$ cat src/rtl/assoc_mem_topk.sv
// assoc_mem_topk
// Associative-memory search engine. A start latches the query and the search
// CSRs, then class hypervectors are accepted over a valid/ready stream. Each
// accepted class is scored by Hamming distance against the latched query
// (stage 1) and merged into a sorted top-NumTop list (stage 2). A one-cycle
// done pulse marks the list as final; results hold until the next start.
//
// Ports
//   clk_i, rst_ni         clock, synchronous active-low reset
//   query_hv_i            query HV, latched on an accepted start
//   am_start_i            start request (honoured only when idle)
//   am_busy_o             high while scanning and draining
//   am_done_o             one-cycle pulse when results are final
//   class_hv_i            class HV stream data
//   class_hv_valid_i      class HV stream valid
//   class_hv_ready_o      class HV stream ready
//   csr_am_num_class_i    number of classes to scan (latched at start)
//   csr_am_thresh_i       rejection threshold (latched at start)
//   csr_am_thresh_en_i    threshold enable (latched at start)
//   csr_top_idx_o         class index per slot, slot 0 = best
//   csr_top_dist_o        distance per slot
//   csr_top_valid_o       slot occupied flags
//   csr_hit_o             slot 0 occupied
module assoc_mem_topk #(
  parameter int HVDimension = 512,
  parameter int DataWidth   = 8,
  parameter int DistWidth   = $clog2(HVDimension + 1),
  parameter int NumTop      = 2
) (
  input  logic                          clk_i,
  input  logic                          rst_ni,
  input  logic [HVDimension-1:0]        query_hv_i,
  input  logic                          am_start_i,
  output logic                          am_busy_o,
  output logic                          am_done_o,
  input  logic [HVDimension-1:0]        class_hv_i,
  input  logic                          class_hv_valid_i,
  output logic                          class_hv_ready_o,
  input  logic [DataWidth-1:0]          csr_am_num_class_i,
  input  logic [DistWidth-1:0]          csr_am_thresh_i,
  input  logic                          csr_am_thresh_en_i,
  output logic [NumTop*DataWidth-1:0]   csr_top_idx_o,
  output logic [NumTop*DistWidth-1:0]   csr_top_dist_o,
  output logic [NumTop-1:0]             csr_top_valid_o,
  output logic                          csr_hit_o
);

  typedef enum logic [1:0] {IDLE, SCAN, DRAIN, DONE} state_t;

  state_t                 state;
  logic [HVDimension-1:0] query;
  logic [DataWidth-1:0]   num_class;
  logic [DataWidth-1:0]   count;
  logic [DistWidth-1:0]   thresh;
  logic                   thresh_en;

  logic                   start_acc;
  logic                   accept;

  logic                   vld_p1;
  logic [DistWidth-1:0]   dist_p1;
  logic [DataWidth-1:0]   idx_p1;

  logic [DataWidth-1:0]   slot_idx  [NumTop];
  logic [DistWidth-1:0]   slot_dist [NumTop];
  logic                   slot_vld  [NumTop];

  logic [DataWidth-1:0]   nxt_idx   [NumTop];
  logic [DistWidth-1:0]   nxt_dist  [NumTop];
  logic                   nxt_vld   [NumTop];
  logic                   take;

  function automatic logic [DistWidth-1:0] popcount(input logic [HVDimension-1:0] v);
    logic [DistWidth-1:0] acc;
    acc = '0;
    for (int i = 0; i < HVDimension; i++) begin
      acc = acc + DistWidth'(v[i]);
    end
    return acc;
  endfunction

  assign start_acc = am_start_i && (state == IDLE);
  assign accept    = class_hv_valid_i && class_hv_ready_o;

  // Control FSM; busy/done/ready are registered alongside the state so they
  // always reflect the state the engine is in during the current cycle.
  always_ff @(posedge clk_i) begin
    if (!rst_ni) begin
      state            <= IDLE;
      count            <= '0;
      am_busy_o        <= 1'b0;
      am_done_o        <= 1'b0;
      class_hv_ready_o <= 1'b0;
    end else begin
      am_done_o <= 1'b0;
      case (state)
        IDLE: begin
          if (am_start_i) begin
            count     <= '0;
            am_busy_o <= 1'b1;
            if (csr_am_num_class_i == '0) begin
              state            <= DRAIN;
              class_hv_ready_o <= 1'b0;
            end else begin
              state            <= SCAN;
              class_hv_ready_o <= 1'b1;
            end
          end
        end
        SCAN: begin
          if (accept) begin
            count <= count + 1'b1;
            if (count == num_class - 1'b1) begin
              state            <= DRAIN;
              class_hv_ready_o <= 1'b0;
            end
          end
        end
        DRAIN: begin
          state     <= DONE;
          am_busy_o <= 1'b0;
          am_done_o <= 1'b1;
        end
        DONE: begin
          state <= IDLE;
        end
        default: begin
          state            <= IDLE;
          am_busy_o        <= 1'b0;
          class_hv_ready_o <= 1'b0;
        end
      endcase
    end
  end

  // Search context latch; the inputs are free to change once a search runs.
  always_ff @(posedge clk_i) begin
    if (start_acc) begin
      query     <= query_hv_i;
      num_class <= csr_am_num_class_i;
      thresh    <= csr_am_thresh_i;
      thresh_en <= csr_am_thresh_en_i;
    end
  end

  // ---- stage 1: Hamming distance of the accepted class ----
  always_ff @(posedge clk_i) begin
    if (!rst_ni) begin
      vld_p1 <= 1'b0;
    end else begin
      vld_p1 <= accept;
    end
  end

  always_ff @(posedge clk_i) begin
    if (accept) begin
      dist_p1 <= popcount(query ^ class_hv_i);
      idx_p1  <= count;
    end
  end

  // ---- stage 2: sorted insertion into the top-NumTop list ----
  // The valid slots form a sorted prefix, so the insertion point is the number
  // of valid slots whose distance is <= the candidate. Using <= places a new
  // candidate behind equal-distance entries, so earlier indices win ties.
  always_comb begin
    int pos;
    pos = 0;
    for (int k = 0; k < NumTop; k++) begin
      if (slot_vld[k] && (slot_dist[k] <= dist_p1)) begin
        pos = pos + 1;
      end
    end

    take = vld_p1 && !(thresh_en && (dist_p1 > thresh)) && (pos < NumTop);

    for (int k = 0; k < NumTop; k++) begin
      if (k < pos) begin
        nxt_idx[k]  = slot_idx[k];
        nxt_dist[k] = slot_dist[k];
        nxt_vld[k]  = slot_vld[k];
      end else if (k == pos) begin
        nxt_idx[k]  = idx_p1;
        nxt_dist[k] = dist_p1;
        nxt_vld[k]  = 1'b1;
      end else begin
        nxt_idx[k]  = slot_idx[(k > 0) ? k - 1 : 0];
        nxt_dist[k] = slot_dist[(k > 0) ? k - 1 : 0];
        nxt_vld[k]  = slot_vld[(k > 0) ? k - 1 : 0];
      end
    end
  end

  always_ff @(posedge clk_i) begin
    if (!rst_ni || start_acc) begin
      for (int k = 0; k < NumTop; k++) begin
        slot_idx[k]  <= '0;
        slot_dist[k] <= '0;
        slot_vld[k]  <= 1'b0;
      end
    end else if (take) begin
      for (int k = 0; k < NumTop; k++) begin
        slot_idx[k]  <= nxt_idx[k];
        slot_dist[k] <= nxt_dist[k];
        slot_vld[k]  <= nxt_vld[k];
      end
    end
  end

  for (genvar g = 0; g < NumTop; g++) begin : g_out
    assign csr_top_idx_o[g*DataWidth +: DataWidth]  = slot_idx[g];
    assign csr_top_dist_o[g*DistWidth +: DistWidth] = slot_dist[g];
    assign csr_top_valid_o[g]                       = slot_vld[g];
  end

  assign csr_hit_o = slot_vld[0];

endmodule
$ cat config.mk
export PLATFORM = sky130hd
export DESIGN_NAME = assoc_mem_topk
export DESIGN_NICKNAME = d
export VERILOG_FILES = /design/src/rtl/assoc_mem_topk.sv
export SDC_FILE = /design/constraint.sdc
export NUM_CORES = 1
export LEC_CHECK = 0
export CAP_MARGIN = 5
export CELL_PAD_IN_SITES_DETAIL_PLACEMENT = 1
export CELL_PAD_IN_SITES_GLOBAL_PLACEMENT = 1
export CORE_AREA = 5 5 419 421
export DETAILED_ROUTE_END_ITERATION = 16
export DIE_AREA = 0 0 424 426
export HOLD_SLACK_MARGIN = 0.02
export PLACE_DENSITY = 0.58
export SLEW_MARGIN = 30
export SYNTH_ARGS = -nofsm -noshare
export SYNTH_HDL_FRONTEND = slang
export SYNTH_SLANG_ARGS = --single-unit
export TNS_END_PERCENT = 1
$ cat constraint.sdc
create_clock -name clk_i -period 40.4 [get_ports clk_i]
set_input_delay 8.08 -clock clk_i [delete_from_list [all_inputs] [get_ports clk_i]]
set_output_delay 8.08 -clock clk_i [all_outputs]
set_load 0.05 [all_outputs]
==> results.md <==
- Critical path endpoint category: register
- CTS tree: done
- Yosys reg bits: 601
- First-pass GRT wire length: 210000 µm
- Synth Net Count: approximately 4200
- Most used flip-flop cell after synthesis: edfxtp_1
- Synth Instances: 2515
- Clk Latency, worst-skew pair: 720 ps
- Worst-margin pin slew: 885 ps
- First DRT Iteration DRCs: 1188
- Initial DRT Pass Iterations: 4
- Most common cell in the netlist: edfxtp_1
- End point of the worst hold path: state[0]
- Critical path buffers and inverters: 11
- Vias in the first global route: about 27000
- Delay-heaviest family, CP: adder cells
- Critical path type: in -> reg
- Slowest CP cell: xnor2_1
- R2R setup slack: 30450 ps
- Hold Startpoint: state[0]
- Synth cell types: 51
- Initial core utilization: 21.8%
- Fin crit share: a little over two fifths
- Max Buffers Root-to-Sink: 3
- RSZ-0062 raised after global routing: no
- Post-route design area: around 0.054 mm²
- Placed instance area: 0.0510 mm²
- Arr. time, crit path: approximately 18000 ps
- Post-route ant nets: 0
- Synth Area per Inst: 14.8 µm²
- Die height: 426 µm
- Critical Path Most Common Cell: fa_1
- Fin Setup TNS: 0 ps
- Final Critical Period: roughly 17000 ps
- Reg2Reg Depth: 32
- # setup viols final: 0
- Post-synth top area cell: edfxtp_1
- Number of synthesized flops with an enable pin: 587
- Core area: 0.171 mm²
- Total setup buffers inserted after CTS: 0
- CP startpoint: class_hv_i[371]
- Hold depth: 2
- Main area contributors after synthesis: edfxtp_1 (47%), fa_1 (27%), xnor2_1 (8.0%)
- Fmax: between 0.05 and 0.06 GHz
- Hold Crit Class: reg -> reg
- # IOs: 1089
- Clk root buf: clkbuf_16
- Largest net degree at the start of global routing: 156
- Share of cells above drive strength 1: 3.82%
- Final hold viol count: 0
- Sequential element share of the synthesized area: between 40% and 50%
- Top cells by count, synth: edfxtp_1 (587), inv_1 (560), fa_1 (495)
- GP Congestion: 0.893
- Post-synthesis async set-or-reset flop share: 0%
- Slowest stage delay, CP: 630 ps
- DRC Markers: 0
- Post_cts resized: 0
- Die area: 0.181 mm²
- Post-Syn Area: 0.0373 mm²
- Via/cell ratio: 3.81
- H-tree levels: 3
- Top cell type's share of synthesized area: 47.2%
- Final HPWL from detailed placement: roughly 140000 µm
- Worst setup SP type: primary input
- Synth-to-Final Area Change: 44.4%
- Total routing usage reported by global routing: between 15 and 20%
- Routed via count: 23000
- CTS sink count: between 600 and 700
- Initial antenna violation count: 92
- RR Startpoint: query[371]
- WL/cell: approximately 26 µm
- Chip width: 424 µm
- Worst-path fanout max: 2
- Post-Route WL: 157000 µm
- # fillers: 18400
- WP data required: 40840 ps
- Status: completed
- Worst Skew: 38.1 ps
- CTS Buf Count: 80
- Clock-pin slew on the worst setup and hold paths: 60 ps
- R2R Path End: dist_p1[6]
- Multi-input logic area: approximately 0.017 mm²
- Max-cap violations: 0
- Storage element area: 0.0179 mm²
- Nets: 5324
- YS warnings: 0
- Hold-fix buffers, CTS: 0
- Slew margin rel.: approximately two fifths
- Congestion Overflow GR: 0
- Port Buffers: 1088
- Row cnt: 152
- Slew Limit Fails: 0
[placed cells by master, fill, tap and decap left out, types with 11 or more instances in the layout]
cell type | synthesis | routed
clkbuf_16 | 0 | 81
xor2_1 | 193 | 193
diode_2 | 0 | 53
ha_1 | 103 | 102
xnor2_1 | 340 | 339
clkdlybuf4s50_1 | 0 | 1088
nor2_1 | 23 | 23
edfxtp_1 | 587 | 587
o21ai_0 | 13 | 13
inv_1 | 560 | 559
nand2_1 | 13 | 13
clkbuf_1 | 5 | 15
a21oi_1 | 15 | 15
nor3_1 | 37 | 37
fa_1 | 495 | 495
mux2i_1 | 21 | 21
clkinv_1 | 0 | 17
clkinv_2 | 0 | 12
bufinv_16 | 0 | 11
dfxtp_1 | 14 | 14
[metrics by stage]
stage	hold slack [ps]	utilization [%]	cells	setup WS, ps
after global placement	464	29.8	5828	22360
after floorplan	406	-	2515	21070
final	485	31.5	6031	23100
after global routing	531	31.5	6023	22730
after CTS	494	31.4	5976	23090
after detailed placement	484	29.8	5828	22310
[final cells by class]
cell class,instances,area share (%)
clock inverters,52,1.17
clock buffers,96,3.86
diodes,53,0.246
repair buffers,1098,20.4
well taps,2233,5.18
multi-input cells,1338,32.0
flip-flops and latches,601,33.2
inverters,560,3.92
[flip-flops by register name, indices dropped and copies added, names as in the netlist, 2 cells and up]
| register | count |
|---|---|
| dist_p1 | 10 |
| num_class | 8 |
| slot_idx | 16 |
| state | 2 |
| slot_dist | 20 |
| query | 512 |
| idx_p1 | 8 |
| slot_vld | 2 |
| count | 8 |
| thresh | 10 |
[worst max path at each step]
stage / end / slack [ps] / cells after the start
floorplan: num_class[0] / 21070 / 2
global placement: dist_p1[9] / 22360 / 27
detailed placement: dist_p1[6] / 22310 / 33
CTS: dist_p1[6] / 23090 / 33
global route: dist_p1[8] / 22730 / 33
finish: dist_p1[6] / 23100 / 33
[routing by layer]
| layer | global-route usage, % | vias up | share of wire, % |
|---|---|---|---|
| li1 | - | 10400 | - |
| met1 | 19.9 | 11800 | 38 |
| met2 | 29.7 | 643 | 53 |
| met3 | 4.12 | 193 | 5.9 |
| met4 | 7.74 | 24 | 3.3 |
| met5 | 0 | - | 0.10 |
[worst register-to-register path, delay by kind of cell, from the launching register on]
family,cells,cell delay (ps)
fa+ha+maj,15,7070
xor+xnor,2,760
buf+inv,10,640
compound gates,3,510
flops,1,430
simple gates,2,290
[cell families (layout without fill, tap and decap cells)]
kind of cell               Yosys count  in the layout  synth area share, %
DFF                                601            601                 48.0
other                                0             53                    0
xor gates and xnor gates           533            533                 12.5
and+or+nand+nor                    120            120                 1.81
adders and majority gates          598            598                 30.0
AOI/OAI and AO/OA                   66             66                 1.27
muxes                               21             21                0.563
buffers and inverters              576           1806                 5.90
Power is left out: the tool's default activity adds up to more than one toggle a clock period on the data nets, which glitch-free logic cannot reach.
